`src/rtl/debounce_multi_if.sv`:
```
// Switch bundle for the multi-channel debouncer.
// Raw pins in, debounced level and event pulses out.
interface debounce_multi_if #(
  parameter int N_CH = 4
);
  logic [N_CH-1:0] i_switch;
  logic [N_CH-1:0] o_level;
  logic [N_CH-1:0] o_press;
  logic [N_CH-1:0] o_release;
  logic [N_CH-1:0] o_long;

  modport master (
    output i_switch,
    input  o_level,
    input  o_press,
    input  o_release,
    input  o_long
  );

  modport slave (
    input  i_switch,
    output o_level,
    output o_press,
    output o_release,
    output o_long
  );
endinterface

```
`src/rtl/debounce_multi.sv`:
```
// Per-channel switch debouncer with press, release
// and long-press event pulses.
module debounce_multi #(
  parameter int N_CH             = 4,
  parameter int DEBOUNCE_LIMIT   = 500_000,
  parameter int LONG_PRESS_LIMIT = 100_000_000,
  parameter bit ACTIVE_LEVEL     = 1'b1
) (
  input logic            i_clk,
  input logic            i_reset,
  debounce_multi_if.slave bus
);
  localparam int CW = $clog2(DEBOUNCE_LIMIT + 1);
  localparam int HW = $clog2(LONG_PRESS_LIMIT + 1);
  localparam logic [CW-1:0] CNT_LAST =
    CW'(DEBOUNCE_LIMIT - 1);
  localparam logic [HW-1:0] HOLD_LAST =
    HW'(LONG_PRESS_LIMIT - 1);
  localparam logic [HW-1:0] HOLD_MAX =
    HW'(LONG_PRESS_LIMIT);

  logic [N_CH-1:0] level_v;
  logic [N_CH-1:0] press_v;
  logic [N_CH-1:0] rel_v;
  logic [N_CH-1:0] long_v;

  for (genvar c = 0; c < N_CH; c++) begin : g_ch
    logic [1:0]    sync;
    logic [CW-1:0] cnt;
    logic [HW-1:0] hold;
    logic          stable;
    logic          press_q;
    logic          rel_q;
    logic          long_q;
    logic          sample;
    logic          differ;
    logic          flip;

    assign sample = (sync[1] == ACTIVE_LEVEL);
    assign differ = (sample != stable);
    assign flip   = differ && (cnt == CNT_LAST);

    always_ff @(posedge i_clk) begin
      if (i_reset) begin
        sync    <= {2{~ACTIVE_LEVEL}};
        cnt     <= '0;
        hold    <= '0;
        stable  <= 1'b0;
        press_q <= 1'b0;
        rel_q   <= 1'b0;
        long_q  <= 1'b0;
      end else begin
        sync    <= {sync[0], bus.i_switch[c]};
        press_q <= flip && !stable;
        rel_q   <= flip && stable;
        // a release landing on the long edge wins
        long_q  <= stable && !flip &&
                   (hold == HOLD_LAST);
        if (flip) begin
          stable <= ~stable;
          cnt    <= '0;
        end else if (differ) begin
          cnt <= cnt + 1'b1;
        end else begin
          cnt <= '0;
        end
        if (flip) begin
          hold <= '0;
        end else if (stable && hold != HOLD_MAX) begin
          hold <= hold + 1'b1;
        end
      end
    end

    assign level_v[c] = stable;
    assign press_v[c] = press_q;
    assign rel_v[c]   = rel_q;
    assign long_v[c]  = long_q;
  end

  assign bus.o_level   = level_v;
  assign bus.o_press   = press_v;
  assign bus.o_release = rel_v;
  assign bus.o_long    = long_v;
endmodule
```
`src/flat_wrapper.sv`:
```
// flat-port wrapper written by rule: the top's interface ports become plain ports
module debounce_multi_flat 
#(
  parameter int N_CH             = 4,
  parameter int DEBOUNCE_LIMIT   = 500_000,
  parameter int LONG_PRESS_LIMIT = 100_000_000,
  parameter bit ACTIVE_LEVEL     = 1'b1
)
  (i_clk, i_reset, bus_i_switch, bus_o_level, bus_o_press, bus_o_release, bus_o_long);
  debounce_multi_if #(.N_CH(N_CH)) bus_i ();
  input logic i_clk;
  input logic i_reset;
  input wire logic [$bits(bus_i.i_switch)-1:0] bus_i_switch;
  output wire logic [$bits(bus_i.o_level)-1:0] bus_o_level;
  output wire logic [$bits(bus_i.o_press)-1:0] bus_o_press;
  output wire logic [$bits(bus_i.o_release)-1:0] bus_o_release;
  output wire logic [$bits(bus_i.o_long)-1:0] bus_o_long;
  assign bus_i.i_switch = bus_i_switch;
  assign bus_o_level = bus_i.o_level;
  assign bus_o_press = bus_i.o_press;
  assign bus_o_release = bus_i.o_release;
  assign bus_o_long = bus_i.o_long;
  debounce_multi #(.N_CH(N_CH), .DEBOUNCE_LIMIT(DEBOUNCE_LIMIT), .LONG_PRESS_LIMIT(LONG_PRESS_LIMIT), .ACTIVE_LEVEL(ACTIVE_LEVEL)) u_core (.i_clk(i_clk), .i_reset(i_reset), .bus(bus_i));
endmodule
```
`config.mk`:
```
export PLATFORM = sky130hd
export DESIGN_NAME = debounce_multi_flat
export DESIGN_NICKNAME = d
export VERILOG_FILES = /design/src/rtl/debounce_multi_if.sv /design/src/rtl/debounce_multi.sv /design/src/flat_wrapper.sv
export SDC_FILE = /design/constraint.sdc
export NUM_CORES = 1
export LEC_CHECK = 0
export CORE_AREA = 3 3 128 130
export CTS_CLUSTER_SIZE = 24
export DETAILED_ROUTE_END_ITERATION = 10
export DIE_AREA = 0 0 131 133
export PLACE_DENSITY_LB_ADDON = 0.12
export SLEW_MARGIN = 20
export SYNTH_ARGS = -nofsm -noshare
export SYNTH_HDL_FRONTEND = slang
export SYNTH_SLANG_ARGS = --single-unit
```
`constraint.sdc`:
```
create_clock -name i_clk -period 2.19 [get_ports i_clk]
set_input_delay 0.3285 -clock i_clk [delete_from_list [all_inputs] [get_ports i_clk]]
set_output_delay 0.3285 -clock i_clk [all_outputs]
set_load 0.05 [all_outputs]
```
[Word level (Yosys, flattened, before mapping)]
Cells that the tools add are included.
Storage, ports and cells
  register bits after elaboration: 208
  output and inout port bits: 16
  logic and storage cells: 100
Cells by class
  $add $sub $neg: 8
  eq/ne operators: 16
  bitwise logic cells: 8
  reductions and logical operators: 40
Operators with widths (number)
  $add A27 B1 Y27 const B: 4
  $eq A27 B27 Y1 const B: 4
  $ne A27 B27 Y1 const B: 4
  $add A19 B1 Y19 const B: 4
  $eq A19 B19 Y1 const B: 4
  $logic_and A1 B1 Y1: 24
  $reduce_or A3 Y1: 4
  $logic_not A1 Y1: 8
  $not A1 Y1: 8
  $reduce_or A2 Y1: 4
  $ne A1 B1 Y1: 4

[Depth between registers and ports, before layout]
  depth in word-level cells: 5
  gate-level depth with buffers: 8
  mapped depth without buffers: 7

[Worst setup path after synthesis]
OpenSTA, ideal clock, no wires.
  kind: register to register
  start: register u_core.g_ch[3].cnt[0]
  end: register u_core.g_ch[3].cnt[11]
  setup time: 117 ps
  arrival: 1637 ps
  data required time: 2073 ps
  path slack: 436 ps
  stages on the path, launching flop included: 8
  period minus slack after synthesis: 1754 ps
  path through: dfxtp_1 > ha_1 > and4_1 > clkbuf_1 > nand4b_1 > nand3_1 > buf_2 > nor2_1
On the way
  cells in the longest elaborated chain, start to end: 3
  elaborated cells on any way between the ends: 4
Ends and longest elaborated chain
  from (decl): RTL line debounce_multi.sv:29  | logic [CW-1:0] cnt;
  from (signal assigned): RTL line debounce_multi.sv:63  | cnt <= cnt + 1'b1;
  parallel branches: the longest is 3 deep, another holds $add A19 B1 Y19
Parallel ways; which one is timed is not known.
A chain may end at the register's enable or synchronous reset.

[Final worst setup path]
  start: register u_core.g_ch[1].stable
  end: output port bus_o_level[1]
RTL lines
  from (decl): RTL line debounce_multi.sv:31  | logic stable;
  from (signal assigned): RTL line debounce_multi.sv:60  | stable <= ~stable;
  to (decl): RTL line flat_wrapper.sv:14  | output wire logic [$bits(bus_i.o_level)-1:0] bus_o_level;
No word-level cell between the ends.

==> flow_summary.ini <==
[yosys]
async_reset_ff_frac = 0
syn_nets = 1079
synth_area_leaders = dfxtp_1, xor2_1, nor2_1
syn-cell-area_um2 = 9420
avgSynthCellArea_um2 = 8.88
postSynthCellCount = 1061
yosysWarningCount = 0
yosys.area.top_type_share = 0.442
synth_common_cells = dfxtp_1, nor2_1, xor2_1
yosysUniqueCellTypes = 48
synth_top_area_cell = dfxtp_1
ys_ff_latch = 208
seq_area_frac_synth = 0.442
synth_edf_count = 0
synth.most_common_cell = dfxtp_1
synthFlopType = dfxtp_1

[global_routing]
gr-usage-met3 = 0.0335
use_met2 = 0.329
grt_pass1_vias = 6791
track_usage = 0.202
grt_max_degree = 29
use_met1 = 0.278
busiest_layer = met2
grt.overflow.total = 0
grt_pass1_wl_um = 30600
antenna_found_initial = 0

[timing]
slew_viol_final = 0
rsz0062_at_grt = false
fin_crit_sh = 0.908
fin_crit_ns = 1.99
maxSlewHeadroom = 0.566
fin_worst_skew_ns = 0.00663
finalHoldViolCount = 0
fmax_mhz = 503
worstMarginPinSlew_ns = 0.650
finalSetupViolations = 0
fin_setup_tns_ns = 0

[min_path]
hold_class = in -> reg
hold_path_depth = 2
min_to = u_core.g_ch[1].sync[0]
min_from = bus_i_switch[1]

[clocking]
cts-root-buf = clkbuf_16
insertion_delay_ns = 0.50
htreeDepth = 1
clk_pin_slew_worst_paths_ns = 0.06
cts_buffer_depth = 3
cts_buffers = 22
cts.sinks = 208
cts_tree = yes
ctsHoldBuffers = 0
postCtsSetupBuffers = 0

[finish]
fin_util = 0.694
num-fill-cells = 1242
n_antenna_cell = 0
areaGrowthSynthToFinish_pct = 12.3
fin_nets = 1100
drive_gt1_frac = 0.0749

[setup_path]
worstReg2RegEnd = u_core.g_ch[2].hold[18]
crit_cells = 1
critPathCaptureType = output port
cp_top_family = buffers and inverters
cpMaxStageDelayCell = dlygate4sd2_1
timing.rr.start = u_core.g_ch[2].hold[1]
path_max_fanout = 12
rr_worst_depth = 6
critPathKind = reg -> out
crit_path_cell_trace = dlygate4sd2_1
worstPathArrival_ns = 1.66
start_kind = flop
slowest_delay_ns = 0.60
cp_num_buf_inv = 1
r2r_slack_ns = 0.23
cp.required_ns = 1.86

[floorplanning]
placementRows = 45
start_util = 0.618
die_area_um2 = 17400
core_region_area_um2 = 15300
dieHeight_um = 133
die_w_um = 131
ios = 22

[detailed_routing]
dr_total_vias = 7142
antenna_left = 0
drtPass1Iterations = 5
via_per_inst = 5.47
drt_iter0_drc = 321
wl_per_cell_um = 13.3
post-route-drc-count = 0
routed_wirelength_um = 17300

[pwr]
p_leak_nw = 3.68
ir_drop_mv = 0.612
power.density_nw_per_um2 = 721

[placement]
gp_congestion = 0.834
io_buffers = 21
hpwlAfterDp_um = 11300

[run_status]
status = completed

[flow_run]
cap_violations = 0
-- power breakdown --
| part | total, mW | internal, mW | switching (mW) |
|---|---|---|---|
| logic | 0.0934 | 0.0319 | 0.0614 |
| registers | 3.80 | 3.79 | 0.00409 |
| clock network | 3.74 | 2.27 | 1.47 |
| total | 7.63 | 6.10 | 1.53 |
-- registers in the layout, indices dropped and copies added, names as in the netlist --
register	count
u_core.g_ch.sync	8
u_core.g_ch.cnt	76
u_core.g_ch.press_q	4
u_core.g_ch.rel_q	4
u_core.g_ch.hold	108
u_core.g_ch.stable	4
u_core.g_ch.long_q	4
-- worst max-delay path by stage --
| stage | slack, ns | end | start |
|---|---|---|---|
| 4_1_cts | 0.17 | bus_o_level[1] | u_core.g_ch[1].stable |
| 3_5_place_dp | 0.25 | u_core.g_ch[2].hold[18] | u_core.g_ch[2].hold[1] |
| 6_report | 0.20 | bus_o_level[1] | u_core.g_ch[1].stable |
| 3_3_place_gp | 0.29 | u_core.g_ch[2].hold[18] | u_core.g_ch[2].hold[1] |
| 5_1_grt | 0.03 | u_core.g_ch[2].cnt[16] | u_core.g_ch[2].cnt[0] |
| 2_1_floorplan | 0.44 | u_core.g_ch[3].cnt[11] | u_core.g_ch[3].cnt[0] |
-- final cells by class --
type | instances | area [µm²] | area share
clock buffers | 28 | 634 | 0.0599
inverters | 21 | 78.8 | 0.00745
flip-flops and latches | 208 | 4160 | 0.393
multi-input cells | 782 | 4900 | 0.463
repair buffers | 47 | 434 | 0.0410
well taps | 211 | 264 | 0.0249
clock inverters | 9 | 108 | 0.0102
-- cell families (layout without fill, tap and decap cells) --
group	Yosys count	count (layout)	synth area share
adder cells (fa/ha/maj)	12	12	0.0159
buffers and inverters	71	105	0.0388
flip-flops	208	208	0.442
XOR/XNOR	164	164	0.152
multiplexers	4	4	0.00425
AND/OR/NAND/NOR	560	560	0.318
AO/OA/AOI/OAI	42	42	0.0284
-- cell usage in the layout, fill, tap and decap left out, types with 3 or more instances in the layout --
cell / n
o21ai_0: 6
nor4_2: 3
nor4bb_1: 10
nor4_1: 15
buf_12: 3
nor3_1: 18
nor4b_1: 8
a21oi_1: 14
nand2_1: 58
dfxtp_1: 208
nor2_1: 205
xnor2_1: 53
and3_1: 37
clkbuf_16: 23
clkbuf_8: 4
xor2_1: 111
mux2i_1: 4
buf_4: 26
and4_1: 23
or4_1: 9
nand4b_1: 4
nand4_1: 72
nor2b_1: 11
nand3_1: 58
nor3b_1: 5
o211ai_1: 5
o31ai_1: 10
clkinvlp_4: 5
inv_1: 20
or3_1: 5
clkdlybuf4s50_1: 17
and2_1: 4
ha_1: 12
-- timing repair --
| action | CTS | global route |
|---|---|---|
| gates resized for setup | 1 | 1 |
| pin swaps | 0 | 0 |
| setup endpoints to repair | 1 | 1 |
-- layer usage --
metal | share of wire | up-vias
met1 | 0.49 | 3317
met5 | 0 | -
met4 | 0.023 | 0
li1 | - | 3710
met2 | 0.45 | 89
met3 | 0.033 | 26
-- through the flow --
stage / worst slack (ns) / total power [mW] / cell area, µm² / std cells / hold WS, ns
floorplan: 0.436 / 3.94 / 9420 / 1061 / 0.414
global placement: 0.294 / 3.97 / 9840 / 1269 / 0.418
detailed placement: 0.249 / 3.98 / 9840 / 1269 / 0.426
CTS: 0.167 / 7.74 / 10600 / 1306 / 0.357
global route: 0.0331 / 7.88 / 10600 / 1306 / 0.392
finish: 0.202 / 7.63 / 10600 / 1306 / 0.376
Note: power is estimated with default switching activity, not from simulation.
